[src/rtl/hdmi_timing_detect.sv]
// hdmi_timing_detect
//
// Sync-side video timing receiver. Samples hsync/vsync/video_on on ce cycles,
// measures line length, lines per frame, active width and active height, and
// declares lock after LOCK_FRAMES consecutive identical good frames. While
// locked it emits recovered pixel coordinates.
//
// Optional feature: define HDMI_TIMING_DETECT_ERRCNT_EN to build the
// saturating lock-loss counter behind err_count; otherwise err_count is 0.
//
// Ports:
//   pixel_clk   pixel clock, single clock domain
//   reset_n     synchronous active-low reset, overrides ce
//   ce          sample enable; state advances only when ce=1
//   hsync       line sync, rising edge starts a line
//   vsync       frame sync, rising edge starts a frame
//   video_on    active-pixel qualifier
//   h_total     ce cycles per line (last locked frame)
//   v_total     hsync rises per frame (last locked frame)
//   h_active    video_on cycles per active line (last locked frame)
//   v_active    active lines per frame (last locked frame)
//   pixel_x     active column, 0-based
//   pixel_y     active row, 0-based
//   pixel_valid locked & video_on, aligned with pixel_x/pixel_y
//   locked      format stable
//   frame_start one-cycle pulse per vsync rise
//   err_count   lock-loss count (0 when the counter is not built)
module hdmi_timing_detect #(
    parameter int unsigned CW          = 11,
    parameter int unsigned LOCK_FRAMES = 2,
    parameter int unsigned H_MIN       = 16
) (
    input  logic          pixel_clk,
    input  logic          reset_n,
    input  logic          ce,
    input  logic          hsync,
    input  logic          vsync,
    input  logic          video_on,
    output logic [CW-1:0] h_total,
    output logic [CW-1:0] v_total,
    output logic [CW-1:0] h_active,
    output logic [CW-1:0] v_active,
    output logic [CW-1:0] pixel_x,
    output logic [CW-1:0] pixel_y,
    output logic          pixel_valid,
    output logic          locked,
    output logic          frame_start,
    output logic [7:0]    err_count
);

    localparam logic [CW-1:0] CNT_MAX = {CW{1'b1}};
    // clog2(N) bits hold the largest value the match counter reaches, N-1.
    localparam int unsigned   MW      = $clog2(LOCK_FRAMES);

    typedef enum logic [1:0] {
        StSearch,
        StMeasure,
        StLocked
    } state_e;

    state_e        state_q, state_d;
    logic [MW-1:0] match_cnt_q, match_cnt_d;

    // Edge-detect history
    logic hsync_q, vsync_q, de_q;

    // Line / frame measurement
    logic [CW-1:0] h_cnt_q;
    logic [CW-1:0] line_len_q;
    logic [CW-1:0] de_cnt_q;
    logic [CW-1:0] line_act_q;
    logic [CW-1:0] v_cnt_q;
    logic [CW-1:0] act_lines_q;
    logic          len_seen_q;
    logic          act_seen_q;
    logic          bad_q;

    // Snapshot of the previous frame's tuple
    logic [CW-1:0] snap_len_q, snap_v_q, snap_act_q, snap_alines_q;
    logic          snap_ok_q;

    // Registered outputs
    logic [CW-1:0] h_total_q, v_total_q, h_active_q, v_active_q;
    logic [CW-1:0] pixel_x_q;
    logic          pixel_valid_q;
    logic          frame_start_q;

    function automatic logic [CW-1:0] sat_inc(input logic [CW-1:0] val);
        return (val == CNT_MAX) ? val : val + CW'(1);
    endfunction

    logic hrise, vrise, de_fall;
    assign hrise   = hsync & ~hsync_q;
    assign vrise   = vsync & ~vsync_q;
    assign de_fall = ~video_on & de_q;

    logic h_sat, de_sat, v_sat, al_sat;
    assign h_sat  = (h_cnt_q == CNT_MAX);
    assign de_sat = (de_cnt_q == CNT_MAX);
    assign v_sat  = (v_cnt_q == CNT_MAX);
    assign al_sat = (act_lines_q == CNT_MAX);

    logic [CW-1:0] new_len;
    assign new_len = h_sat ? CNT_MAX : h_cnt_q + CW'(1);

    // Tuple of the ending frame. Line events coincident with vrise belong to
    // the ending frame, so they are folded in here before the clear.
    logic [CW-1:0] cand_len, cand_v, cand_act, cand_alines;
    assign cand_len    = hrise   ? new_len           : line_len_q;
    assign cand_v      = hrise   ? sat_inc(v_cnt_q)  : v_cnt_q;
    assign cand_act    = de_fall ? de_cnt_q          : line_act_q;
    assign cand_alines = de_fall ? sat_inc(act_lines_q) : act_lines_q;

    // Anything that disqualifies the current frame, including this cycle.
    logic bad_evt, frame_bad;
    assign bad_evt = (hrise && len_seen_q && (new_len != line_len_q))
                   | (hrise && (new_len < CW'(H_MIN)))
                   | (de_fall && act_seen_q && (de_cnt_q != line_act_q))
                   | h_sat
                   | (video_on && de_sat)
                   | (hrise && v_sat)
                   | (de_fall && al_sat);
    assign frame_bad = bad_q | bad_evt;

    // A match needs both frames of the pair to be good, so LOCK_FRAMES-1
    // matches means LOCK_FRAMES consecutive identical good frames.
    logic frame_match;
    assign frame_match = snap_ok_q && !frame_bad
                       && (cand_len == snap_len_q) && (cand_v == snap_v_q)
                       && (cand_act == snap_act_q) && (cand_alines == snap_alines_q);

    logic upd_out;

    always_comb begin
        state_d     = state_q;
        match_cnt_d = match_cnt_q;
        upd_out     = 1'b0;
        if (ce && vrise) begin
            unique case (state_q)
                StSearch: begin
                    state_d     = StMeasure;
                    match_cnt_d = '0;
                end
                StMeasure: begin
                    if (frame_match) begin
                        match_cnt_d = match_cnt_q + MW'(1);
                        if (match_cnt_d == MW'(LOCK_FRAMES - 1)) begin
                            state_d = StLocked;
                            upd_out = 1'b1;
                        end
                    end else begin
                        match_cnt_d = '0;
                    end
                end
                StLocked: begin
                    if (frame_match) begin
                        upd_out = 1'b1;
                    end else begin
                        state_d     = StMeasure;
                        match_cnt_d = '0;
                    end
                end
                default: begin
                    state_d     = StSearch;
                    match_cnt_d = '0;
                end
            endcase
        end
    end

    always_ff @(posedge pixel_clk) begin
        if (!reset_n) begin
            state_q       <= StSearch;
            match_cnt_q   <= '0;
            hsync_q       <= 1'b0;
            vsync_q       <= 1'b0;
            de_q          <= 1'b0;
            h_cnt_q       <= '0;
            line_len_q    <= '0;
            de_cnt_q      <= '0;
            line_act_q    <= '0;
            v_cnt_q       <= '0;
            act_lines_q   <= '0;
            len_seen_q    <= 1'b0;
            act_seen_q    <= 1'b0;
            bad_q         <= 1'b0;
            snap_len_q    <= '0;
            snap_v_q      <= '0;
            snap_act_q    <= '0;
            snap_alines_q <= '0;
            snap_ok_q     <= 1'b0;
            h_total_q     <= '0;
            v_total_q     <= '0;
            h_active_q    <= '0;
            v_active_q    <= '0;
            pixel_x_q     <= '0;
            pixel_valid_q <= 1'b0;
            frame_start_q <= 1'b0;
        end else begin
            frame_start_q <= ce & vrise;
            if (ce) begin
                state_q     <= state_d;
                match_cnt_q <= match_cnt_d;
                hsync_q     <= hsync;
                vsync_q     <= vsync;
                de_q        <= video_on;
                bad_q       <= frame_bad;

                pixel_valid_q <= locked & video_on;

                if (hrise) begin
                    line_len_q <= new_len;
                    h_cnt_q    <= '0;
                    len_seen_q <= 1'b1;
                    v_cnt_q    <= sat_inc(v_cnt_q);
                end else if (!h_sat) begin
                    h_cnt_q <= h_cnt_q + CW'(1);
                end

                if (video_on) begin
                    pixel_x_q <= de_cnt_q;
                    de_cnt_q  <= sat_inc(de_cnt_q);
                end else if (de_fall) begin
                    line_act_q  <= de_cnt_q;
                    de_cnt_q    <= '0;
                    act_seen_q  <= 1'b1;
                    act_lines_q <= sat_inc(act_lines_q);
                end

                // Frame boundary: overrides the per-line updates above.
                if (vrise) begin
                    v_cnt_q       <= '0;
                    act_lines_q   <= '0;
                    bad_q         <= 1'b0;
                    len_seen_q    <= 1'b0;
                    act_seen_q    <= 1'b0;
                    snap_len_q    <= cand_len;
                    snap_v_q      <= cand_v;
                    snap_act_q    <= cand_act;
                    snap_alines_q <= cand_alines;
                    // The frame ending at the first vrise is partial.
                    snap_ok_q     <= (state_q != StSearch) && !frame_bad;
                end

                if (upd_out) begin
                    h_total_q  <= cand_len;
                    v_total_q  <= cand_v;
                    h_active_q <= cand_act;
                    v_active_q <= cand_alines;
                end
            end
        end
    end

`ifdef HDMI_TIMING_DETECT_ERRCNT_EN
    logic       err_inc;
    logic [7:0] err_cnt_q;

    assign err_inc = ce & vrise & (state_q == StLocked) & (state_d != StLocked);

    always_ff @(posedge pixel_clk) begin
        if (!reset_n) begin
            err_cnt_q <= '0;
        end else if (err_inc && (err_cnt_q != 8'hff)) begin
            err_cnt_q <= err_cnt_q + 8'd1;
        end
    end

    assign err_count = err_cnt_q;
`else
    assign err_count = '0;
`endif

    assign h_total     = h_total_q;
    assign v_total     = v_total_q;
    assign h_active    = h_active_q;
    assign v_active    = v_active_q;
    assign pixel_x     = pixel_x_q;
    // Row counter doubles as the active-line count for the frame.
    assign pixel_y     = act_lines_q;
    assign pixel_valid = pixel_valid_q;
    assign locked      = (state_q == StLocked);
    assign frame_start = frame_start_q;

endmodule

[config.mk]
export PLATFORM = sky130hd
export DESIGN_NAME = hdmi_timing_detect
export DESIGN_NICKNAME = d
export VERILOG_FILES = /design/src/rtl/hdmi_timing_detect.sv
export SDC_FILE = /design/constraint.sdc
export NUM_CORES = 1
export LEC_CHECK = 0
export BUFFER_PORTS_ARGS = -buffer_cell sky130_fd_sc_hd__buf_4
export CORE_MARGIN = 3
export CORE_UTILIZATION = 55
export CTS_BUF_LIST = sky130_fd_sc_hd__clkbuf_4
export DETAILED_ROUTE_END_ITERATION = 8
export PLACE_DENSITY = 0.74
export SYNTH_ARGS = -nofsm -noshare
export SYNTH_HDL_FRONTEND = slang
export SYNTH_SLANG_ARGS = --single-unit
[constraint.sdc]
create_clock -name pixel_clk -period 5.2 [get_ports pixel_clk]
set_input_delay 0.52 -clock pixel_clk [delete_from_list [all_inputs] [get_ports pixel_clk]]
set_output_delay 0.52 -clock pixel_clk [all_outputs]
set_load 0.05 [all_outputs]
Word-level counts from Yosys, hierarchy flattened

Cells that the tools add are included.

Register bits: 177
Output and inout bits: 77
Word-level logic and storage cells: 130

Add/subtract/negate cells: 5
Magnitude comparators: 1
Equality and inequality tests: 18
Muxes and demuxes: 33
Bitwise operators: 15
Reduce and logical (&&, ||, !) cells: 32

Operators with widths:

| operator                                                                 | count |
|---|---|
| 11-bit 2-to-1 mux                                                        | 15 |
| 11-bit by 1-bit adder with 11-bit output (second input constant)         | 4 |
| 11-bit == test                                                           | 4 |
| 11-bit == test (second input constant)                                   | 4 |
| 11-bit inequality test                                                   | 2 |
| 1-bit logical AND                                                        | 15 |
| 2-bit AND reduction                                                      | 7 |
| 1-bit 2-to-1 mux                                                         | 12 |
| 11-bit by 5-bit < comparator with 1-bit output (second input constant)   | 1 |
| 2-bit inequality test (second input constant)                            | 5 |
| 3-bit AND reduction                                                      | 3 |
| 2-bit nonzero test                                                       | 4 |
| 1-bit bitwise OR                                                         | 7 |
| 2-bit 2-to-1 mux                                                         | 3 |
| 2-bit one-hot mux with 3 select lines                                    | 1 |
| 1-bit bitwise AND                                                        | 5 |
| 5-bit AND reduction                                                      | 1 |
| 1-bit one-hot mux with 2 select lines                                    | 2 |
| 1-bit inverter                                                           | 3 |
| 2-bit by 1-bit == test with 1-bit output (second input constant)         | 1 |
| 2-bit == test (second input constant)                                    | 1 |
| 2-bit logical NOT                                                        | 1 |
| 2-bit by 1-bit inequality test with 1-bit output (second input constant) | 1 |
| 1-bit adder (second input constant)                                      | 1 |
| 1-bit logical NOT                                                        | 1 |

Depth between registers and ports, before layout

Gate-level depths: netlist of run 1.

Word-level depth: 21
Depth in mapped cells: 14
Depth with buffers taken out: 10

Worst setup path before layout of run 1

OpenSTA, ideal clock, no wires.

Kind: register -> register
Start point: reg act_lines_q[1] (netlist: pixel_y[1])
End point: reg h_total_q[3] (netlist: h_total[3])
Arrival time: 3.296 ns
Slack: 1.769 ns
Stages on the path, launching flop included: 13
Path buffers: 2
Period minus slack after synthesis: 3.431 ns
Path through: dfxtp_1 > ha_1 > and4_1 > nand3_1 > and3_1 > buf_2 > xnor2_1 > a21oi_1 > or4b_1 > nor4_4 > buf_2 > a31o_2 > o31ai_2

Longest elaborated chain between the ends: 14
Elaborated cells on any way between the ends: 19
Those cells by class: add/sub: 1; eq/ne: 2; mux: 6; bitwise: 2; reduce/logical: 8

Ends and longest elaborated chain:

| element                                                                          | line     | source |
|---|---|---|
| from (decl)                                                                      | 73       | `logic [CW-1:0] act_lines_q;` |
| from (signal assigned)                                                           | 227      | `act_lines_q <= sat_inc(act_lines_q);` |
| branches (longest 9 deep; another with 11-bit by 1-bit adder with 11-bit output) | --       |  |
| 1-bit logical AND (*)                                                            | 130      | `&& (cand_act == snap_act_q) && (cand_alines == snap_alines_q);` |
| 1-bit 2-to-1 mux (on tied branches)                                              | 156, 145 |  |
| 1-bit one-hot mux with 2 select lines (*)                                        | 139      | `unique case (state_q)` |
| 1-bit 2-to-1 mux (*)                                                             | 138      | `if (ce && vrise) begin` |
| 2-bit AND reduction (no source line) (*)                                         | --       |  |
| to (signal assigned)                                                             | 246      | `h_total_q <= cand_len;` |
| to (decl)                                                                        | 83       | `logic [CW-1:0] h_total_q, v_total_q, h_active_q, v_active_q;` |

Every way passes the cells marked *.
A chain may end at the register's enable or synchronous reset.

Final worst setup path of run 1

Start point: reg h_cnt_q[0]
End point: reg v_total_q[0] (netlist: v_total[0])

Longest elaborated chain between the ends: 21
Elaborated cells on any way between the ends: 27
Those cells by class: add/sub: 1; order compare: 1; eq/ne: 3; mux: 6; bitwise: 7; reduce/logical: 9

Ends and longest elaborated chain:

| element                                                                                         | line     | source |
|---|---|---|
| from (decl)                                                                                     | 68       | `logic [CW-1:0] h_cnt_q;` |
| from (signal assigned)                                                                          | 217      | `h_cnt_q <= h_cnt_q + CW'(1);` |
| 11-bit by 1-bit adder with 11-bit output / 11-bit == test (equally long branches)               | 104, 98  |  |
| 11-bit 2-to-1 mux                                                                               | 104      | `assign new_len = h_sat ? CNT_MAX : h_cnt_q + CW'(1);` |
| 11-bit by 5-bit < comparator with 1-bit output / 11-bit inequality test (equally long branches) | 117, 116 |  |
| 1-bit logical AND (on tied branches)                                                            | 117, 116 |  |
| 1-bit bitwise OR                                                                                | 117      | `\| (hrise && (new_len < CW'(H_MIN)))` |
| 1-bit bitwise OR                                                                                | 118      | `\| (de_fall && act_seen_q && (de_cnt_q != line_act_q))` |
| 1-bit bitwise OR                                                                                | 119      | `\| h_sat` |
| 1-bit bitwise OR                                                                                | 120      | `\| (video_on && de_sat)` |
| (+3 left out)                                                                                   | --       |  |
| 1-bit logical NOT                                                                               | 128      | `assign frame_match = snap_ok_q && !frame_bad` |
| 1-bit logical AND                                                                               | 128      |  |
| 1-bit logical AND (*) (2 in series)                                                             | 129      | `&& (cand_len == snap_len_q) && (cand_v == snap_v_q)` |
| 1-bit logical AND (*) (2 in series)                                                             | 130      |  |
| 1-bit 2-to-1 mux (on tied branches)                                                             | 156, 145 |  |
| 1-bit one-hot mux with 2 select lines (*)                                                       | 139      |  |
| 1-bit 2-to-1 mux (*)                                                                            | 138      |  |
| 2-bit AND reduction (no source line) (*)                                                        | --       |  |
| to (signal assigned)                                                                            | 247      | `v_total_q <= cand_v;` |
| to (decl)                                                                                       | 83       |  |

Mark *: on every way between the ends. The rest lies on a longest branch, timed or not.

==> metrics.yaml, run 1 <==
yosysTopAreaCell: "dfxtp_1"
cts_root_buf: "clkbuf_4"
antenna_found_initial: 1
synth_top_family_by_area: "simple AND/OR/NAND/NOR gates"
hold_path_startpoint: "vsync"
status: "complete, no violations"
multi_input_area_mm2: 0.00608
clockPowerShare_pct: 33.3
wl_per_cell_um: 20.0
cp_max_fo: 44
synthAdderAreaFrac_pct: 0.860
worstMarginPinSlew_ns: 1.11
post-cts-setup-buffer-count: 0
grt_pass1_wl_um: 49400
ff2ff_path_depth: 12
p_total_uw: 2580
hold-path-cell-count: 3
ios: 83
synthArstFlopShare_pct: 0
netlist_area_mm2: 0.0102
globalplace.congestion: 0.970
finalCritPeriodShare_pct: 83.3
finalNetCount: 1335
grt_max_degree: 79
required_ns: 5.73
synth_area_leaders: "dfxtp_1 35%, nand2_1 7.8%, nor2_1 5.4%"
critPathKind: "flip-flop to flip-flop"
synth.distinct_cells: 86
crit_path_start_kind: "flip-flop"
hold_viol: 0
rrSetupSlack_ns: 0.87
maxCapViolations: 0
die_y_um: 142
initial_core_util_pct: 56.3
synth-edff-count: 0
fillers: 1668
area_growth_syn_to_layout_pct: 7.85
die_area_mm2: 0.0202
via_count: 9931
via_per_inst: 6.35
rows: 49
ys.flop_type: "dfxtp_1"
max_freq_mhz: 231
portBuffers: 74
vdd_drop_max_mv: 0.143
critPathArrivalTime_ns: 4.86
drt_iter0_drc: 1141
ant_nets: 0
syn_area_per_cell_um2: 7.75
synthMuxAreaShare_pct: 5.59
cts_hold_buf: 0
power_density_mw_per_mm2: 235
p_switching_uw: 827
die_w_um: 142
synth_xor_area_share_pct: 5.29
grt_pass1_vias: 8789
setup_viol: 0
synth_cells: 1314
holdWs_ns: 0.156
worstSetupEndpointType: "flip-flop"
register_area_mm2: 0.00354
ys_ff_latch: 177
final.setup.tns_ns: 0
cts_tree: "built"
seqPwrFrac_pct: 54.9
gr-total-overflow: 0
yosys.area_share.simple_pct: 27.8
cts_buffers: 17
reg2reg_to: "v_total[0]"
drive_above_1_share_pct: 12.2
path_clk_slew_ns: 0.16
rsz0062_at_grt: "no"
drt_drc_violations_left: 0
place_hpwl_um: 22800
cellLeakagePower_uw: 0.00424
grt_usage_pct: 30.5
relSlewSlack_pct: 25.5
min_period_ns: 4.33
p_comb_share_pct: 11.8
intPower_uw: 1750
clk_path_buf_depth: 2
ys_seq_area_share_pct: 34.8
min_to: "vsync_q"
post_cts_resized: 0
ys_warn_count: 0
synth-compound-area-share_pct: 19.8
core_area_mm2: 0.0181
r2r-start: "h_cnt_q[0]"
insertion_delay_ns: 0.61
cts_htree_levels: 4
switching_share_pct: 32.1
yosys.area.top_type_share_pct: 34.8
cts_num_sinks: 177
fin_skew_ns: 0.0243
drv_slew: 0
firstDrtPassIters: 5
finalWirelength_um: 31300
hp-class: "input port to flip-flop"
## per-layer routing
layer,vias up,part of all wire (%),GRT usage (%)
li1,4684,-,-
met1,4676,48,47.8
met2,519,42,43.4
met3,52,8.8,4.97
met4,0,1.6,7.32
met5,-,0,0
## how the worst max path moves through the flow
stage | start | cells after the start | end | slack (ns)
after floorplan | pixel_y[1] | 12 | h_total[3] | 1.77
after global routing | de_q | 12 | v_total[1] | 0.58
after detailed placement | video_on | 13 | v_total[0] | 0.88
after global placement | video_on | 13 | v_total[4] | 1.03
final | h_cnt_q[0] | 12 | v_total[0] | 0.87
after CTS | h_cnt_q[0] | 12 | v_total[0] | 0.95
## critical path, stage by stage, from the launching register on
cell and delay [ns]:
dfxtp_1 0.56, ha_1 0.34, and4_1 0.35, and3_1 0.48
nand2_1 0.33, nand4_1 0.27, o2111ai_1 0.13, or4_1 0.53
nor4_4 0.28, buf_4 0.23, nand3_4 0.08, buf_4 0.36
o31ai_1 0.30
## layout make-up
cell class,count,share of cell area [%]
sequential,177,32.3
antenna,1,0.0228
multi-input combinational,1013,55.4
inverter,26,0.911
tap,229,2.61
clock inverter,15,1.73
clock buffer,17,1.16
timing repair buffer,87,5.95
## flip-flops by register name (all words and copies together) (netlist names), 2 cells and up
name,flops
pixel_y,11
h_total,11
v_total,11
line_act_q,11
state_q,2
h_cnt_q,11
snap_v_q,11
h_active,11
line_len_q,11
v_cnt_q,11
snap_len_q,11
de_cnt_q,11
snap_act_q,11
snap_alines_q,11
v_active,11
pixel_x,11
## kinds of logic (layout without fill, tap and decap cells)
family	Yosys count	after routing
simple gates	586	586
compound gates	298	298
flops	177	177
buf+inv	131	145
xor+xnor	60	60
mux	54	54
fa+ha+maj	7	7
other cells	1	9
## Yosys cell counts (28+ instances only)
master	instances
nor3_1	37
a21oi_1	95
nand2_1	212
a211oi_1	32
xnor2_1	28
dfxtp_1	177
o21ai_0	37
nor2_1	147
clkbuf_1	68
mux2i_1	49
xor2_1	31
nand3_1	35
## stage by stage
| stage | worst slack, ns | instance area [um2] | utilization, % | std cells |
|---|---|---|---|---|
| after floorplan | 1.77 | 10200 | - | 1321 |
| after detailed placement | 0.878 | 10700 | 59.0 | 1532 |
| final | 0.866 | 11000 | 60.7 | 1565 |
| after global routing | 0.580 | 11000 | 60.7 | 1565 |
| after global placement | 1.03 | 10700 | 59.0 | 1532 |
| after CTS | 0.953 | 11000 | 60.7 | 1564 |
## power groups by stage
stage | clock network (uW) | registers, uW | logic [uW]
2_1_floorplan | 0 | 1430 | 228
3_3_place_gp | 0 | 1440 | 293
3_5_place_dp | 0 | 1440 | 295
4_1_cts | 869 | 1410 | 297
5_1_grt | 922 | 1420 | 328
6_report | 859 | 1420 | 303
## layout by cell type (no fill, tap or decap), types with 9 or more instances in the layout
master / netlist / routed
clkbuf_4: 0 / 17
nor4_1: 14 / 14
buf_4: 11 / 87
inv_1: 24 / 24
a31oi_1: 14 / 14
a22oi_1: 13 / 13
xnor2_1: 28 / 28
a211oi_1: 32 / 32
o21ai_0: 37 / 37
o2111ai_1: 10 / 10
nand4_1: 24 / 24
o211ai_1: 10 / 10
nand2_1: 212 / 212
nor3_1: 37 / 37
nor2_1: 147 / 146
xor2_1: 31 / 31
and4_1: 9 / 9
and2_1: 11 / 11
a21oi_1: 95 / 95
and3_1: 17 / 17
a31o_2: 9 / 9
dfxtp_1: 177 / 177
nand3_1: 35 / 35
nand2b_1: 22 / 22
mux2i_1: 49 / 49
Note: power is estimated with default switching activity, not from simulation.
==> inputs of run 2 (changes only) <==
ABC_AREA = 1   (was unset)
PLACE_DENSITY = 0.75   (was 0.74)
clock period = 4.33 ns   (was 5.2 ns; I/O delays follow)
==> run 2 against run 1 <==
- die area shrank 11%
- area after synthesis decreased by 11%
- cell count grew 5.7%
- hold slack lost 0.026 ns
- clock skew down 0.0055 ns
- synthesized cell count up 4.9%
- critical path type unchanged
- critical endpoint is now v_active[2]
==> metrics.yaml, run 2 <==
synth.distinct_cells: 41  # -52%
cp_max_fo: 42  # -4.5%
cts_root_buf: "clkbuf_4"
min_period_ns: 3.67  # -0.668 ns
die_y_um: 134  # -5.5%
via_count: 8893  # -10%
worstSetupEndpointType: "flip-flop"
drv_slew: 0  # unchanged
yosys.area.top_type_share_pct: 39.1  # +4.4 points
place_hpwl_um: 16800  # -26%
status: "complete, no violations"
synth-edff-count: 0  # unchanged
maxCapViolations: 0  # unchanged
firstDrtPassIters: 7  # +2
ys.flop_type: "dfxtp_1"
synthMuxAreaShare_pct: 0  # -5.6 points
synthArstFlopShare_pct: 0  # unchanged
seqPwrFrac_pct: 54.0  # -0.9 points
synth_area_leaders: "dfxtp_1 39%, nand2_1 16%, nand3_1 8.9%"
rsz0062_at_grt: "no"
min_to: "vsync_q"
finalCritPeriodShare_pct: 84.7  # +1.3 points
ys_ff_latch: 177  # unchanged
synth_xor_area_share_pct: 2.67  # -2.6 points
grt_pass1_vias: 8054  # -8.4%
synth_cells: 1379  # +4.9%
switching_share_pct: 28.9  # -3.2 points
die_area_mm2: 0.0180  # -11%
cts_tree: "built"
yosys.cell_count.top_type: "nand2_1"
hold-path-cell-count: 3  # unchanged
timing.final.ws_setup_ns: 0.664  # -0.202 ns
relSlewSlack_pct: 41.4  # +16 points
clockPowerShare_pct: 33.3  # about the same
fin_util_pct: 62.4  # +1.6 points
drt_drc_violations_left: 0  # unchanged
cts_hold_buf: 0  # unchanged
critPathKind: "flip-flop to flip-flop"
r2r-start: "de_q"
hold_viol: 0  # unchanged
syn_area_per_cell_um2: 6.56  # -15%
intPower_uw: 2230  # +27%
final.setup.tns_ns: 0  # unchanged
required_ns: 4.85  # -0.88 ns
rows: 46  # -6.1%
fin_skew_ns: 0.0188  # -0.00549 ns
ys_warn_count: 0  # unchanged
cts_num_sinks: 177  # unchanged
grt_usage_pct: 26.5  # -3.9 points
gr-total-overflow: 0  # unchanged
antenna_found_initial: 1  # unchanged
place_inst: 1621  # +5.8%
path_clk_slew_ns: 0.15  # about the same
grt_pass1_wl_um: 38900  # -21%
grt_max_degree: 69  # -13%
yosysTopAreaCell: "dfxtp_1"
setup_viol: 0  # unchanged
p_switching_uw: 905  # +9.5%
cellLeakagePower_uw: 0.00442  # +4.2%
post-cts-setup-buffer-count: 0  # unchanged
power_density_mw_per_mm2: 314  # +34%
crit_path_start_kind: "flip-flop"
area_growth_syn_to_layout_pct: 10.3
drt_iter0_drc: 872  # -24%
cts_htree_levels: 4  # unchanged
finalWirelength_um: 23900  # -24%
ys_seq_area_share_pct: 39.1  # +4.4 points
netlist_area_mm2: 0.00905  # -11%
ant_nets: 0  # unchanged
post_cts_resized: 0  # unchanged
via_per_inst: 5.38  # -15%
yosys.area_share.simple_pct: 34.3  # +6.5 points
critPathArrivalTime_ns: 4.18  # -0.68 ns
layout_commonest_cell: "nand2_1"
synth_top_family_by_area: "simple AND/OR/NAND/NOR gates"
post-place-ws_ns: 0.638  # -0.240 ns
cts_buffers: 17  # unchanged
max_freq_mhz: 273  # +18%
mostFrequentLayoutCells: "396 x nand2_1, 177 x dfxtp_1, 164 x inv_1"
vdd_drop_max_mv: 0.169  # +18%
finalNetCount: 1437  # +7.6%
insertion_delay_ns: 0.60  # about the same
core_area_mm2: 0.0160  # -12%
fin_cells: 1654  # +5.7%
p_comb_share_pct: 12.7  # +0.9 points
drive_above_1_share_pct: 9.95  # -2.3 points
initial_core_util_pct: 56.6  # +0.25 points
wl_per_cell_um: 14.4  # -28%
rrSetupSlack_ns: 0.66  # -0.20 ns
synthAdderAreaFrac_pct: 0.968  # +0.11 points
globalplace.congestion: 0.915  # -5.6%
reg2reg_to: "v_active[2]"
ios: 83  # unchanged
worstMarginPinSlew_ns: 0.875  # -0.239 ns
clk_path_buf_depth: 2  # unchanged
hp-class: "input port to flip-flop"
die_w_um: 134  # -5.5%
ff2ff_path_depth: 18  # +6
fillers: 1558  # -6.6%
hold_path_startpoint: "vsync"
synth-compound-area-share_pct: 11.8  # -7.9 points
portBuffers: 74  # unchanged
yosys-top-cells-count: "397 x nand2_1, 177 x dfxtp_1, 164 x inv_1, 161 x nand3_1, 122 x nor2_1"
-- run 2: power by group through the flow --
stage | sequential (uW) | clock [uW] | combinational (uW)
after detailed placement | 1730 | 0 | 394
after global routing | 1700 | 1120 | 444
after CTS | 1690 | 1060 | 395
after floorplan | 1740 | 0 | 275
final | 1690 | 1040 | 398
after global placement | 1730 | 0 | 390
-- run 2: how the worst max path moves through the flow --
stage	startpoint	end	slack, ns	cells after the start
6_report	de_q	v_active[2]	0.66	18
5_1_grt	de_q	v_total[8]	0.14	18
4_1_cts	de_q	v_total[0]	0.72	18
3_5_place_dp	video_on	v_active[2]	0.64	20
3_3_place_gp	video_on	h_active[6]	0.68	20
2_1_floorplan	pixel_y[0]	h_active[8]	1.34	22
-- run 2: kinds of logic after synthesis --
group           after synthesis
simple gates                732
buf+inv                     241
compound gates              195
flops                       177
xor+xnor                     26
fa+ha+maj                     7
other cells                   1
-- run 2: critical path: stages, from the launching register on --
cell,delay (ns)
dfxtp_1,0.64
nand2_1,0.63
nand2_1,0.26
nand2_1,0.14
nand2_1,0.08
nand2_1,0.05
nor2_1,0.09
nand2_1,0.07
nor2_1,0.11
nand3_1,0.09
nor3_1,0.21
nand3_1,0.13
nor2_2,0.15
nand4_1,0.15
nand2_2,0.11
buf_4,0.38
nand3_1,0.15
nand2_1,0.09
nor2_1,0.05
-- run 2: final cells by class --
| class | instances | area, um2 | area share [%] |
|---|---|---|---|
| Clock buffer | 17 | 128 | 1.28 |
| Sequential cell | 177 | 3540 | 35.5 |
| Antenna cell | 1 | 2.50 | 0.0251 |
| Clock inverter | 15 | 193 | 1.93 |
| Timing Repair Buffer | 83 | 636 | 6.37 |
| Multi-Input combinational cell | 968 | 4540 | 45.5 |
| Inverter | 177 | 664 | 6.66 |
| Tap cell | 216 | 270 | 2.71 |
-- run 2: through the flow --
stage / cell area, um2 / power (uW) / hold slack, ns
detailed placement: 9660 / 2120 / 0.441
global route: 9980 / 3270 / 0.0913
finish: 9980 / 3130 / 0.130
CTS: 9980 / 3140 / 0.102
global placement: 9660 / 2120 / 0.438
floorplan: 9080 / 2020 / 0.426
-- run 2: metal layers --
metal / GRT usage, % / part of all wire (%)
met2: 43.7 / 47
met5: 0 / 0
met3: 5.10 / 4.8
met4: 8.09 / 1.8
met1: 35.5 / 47
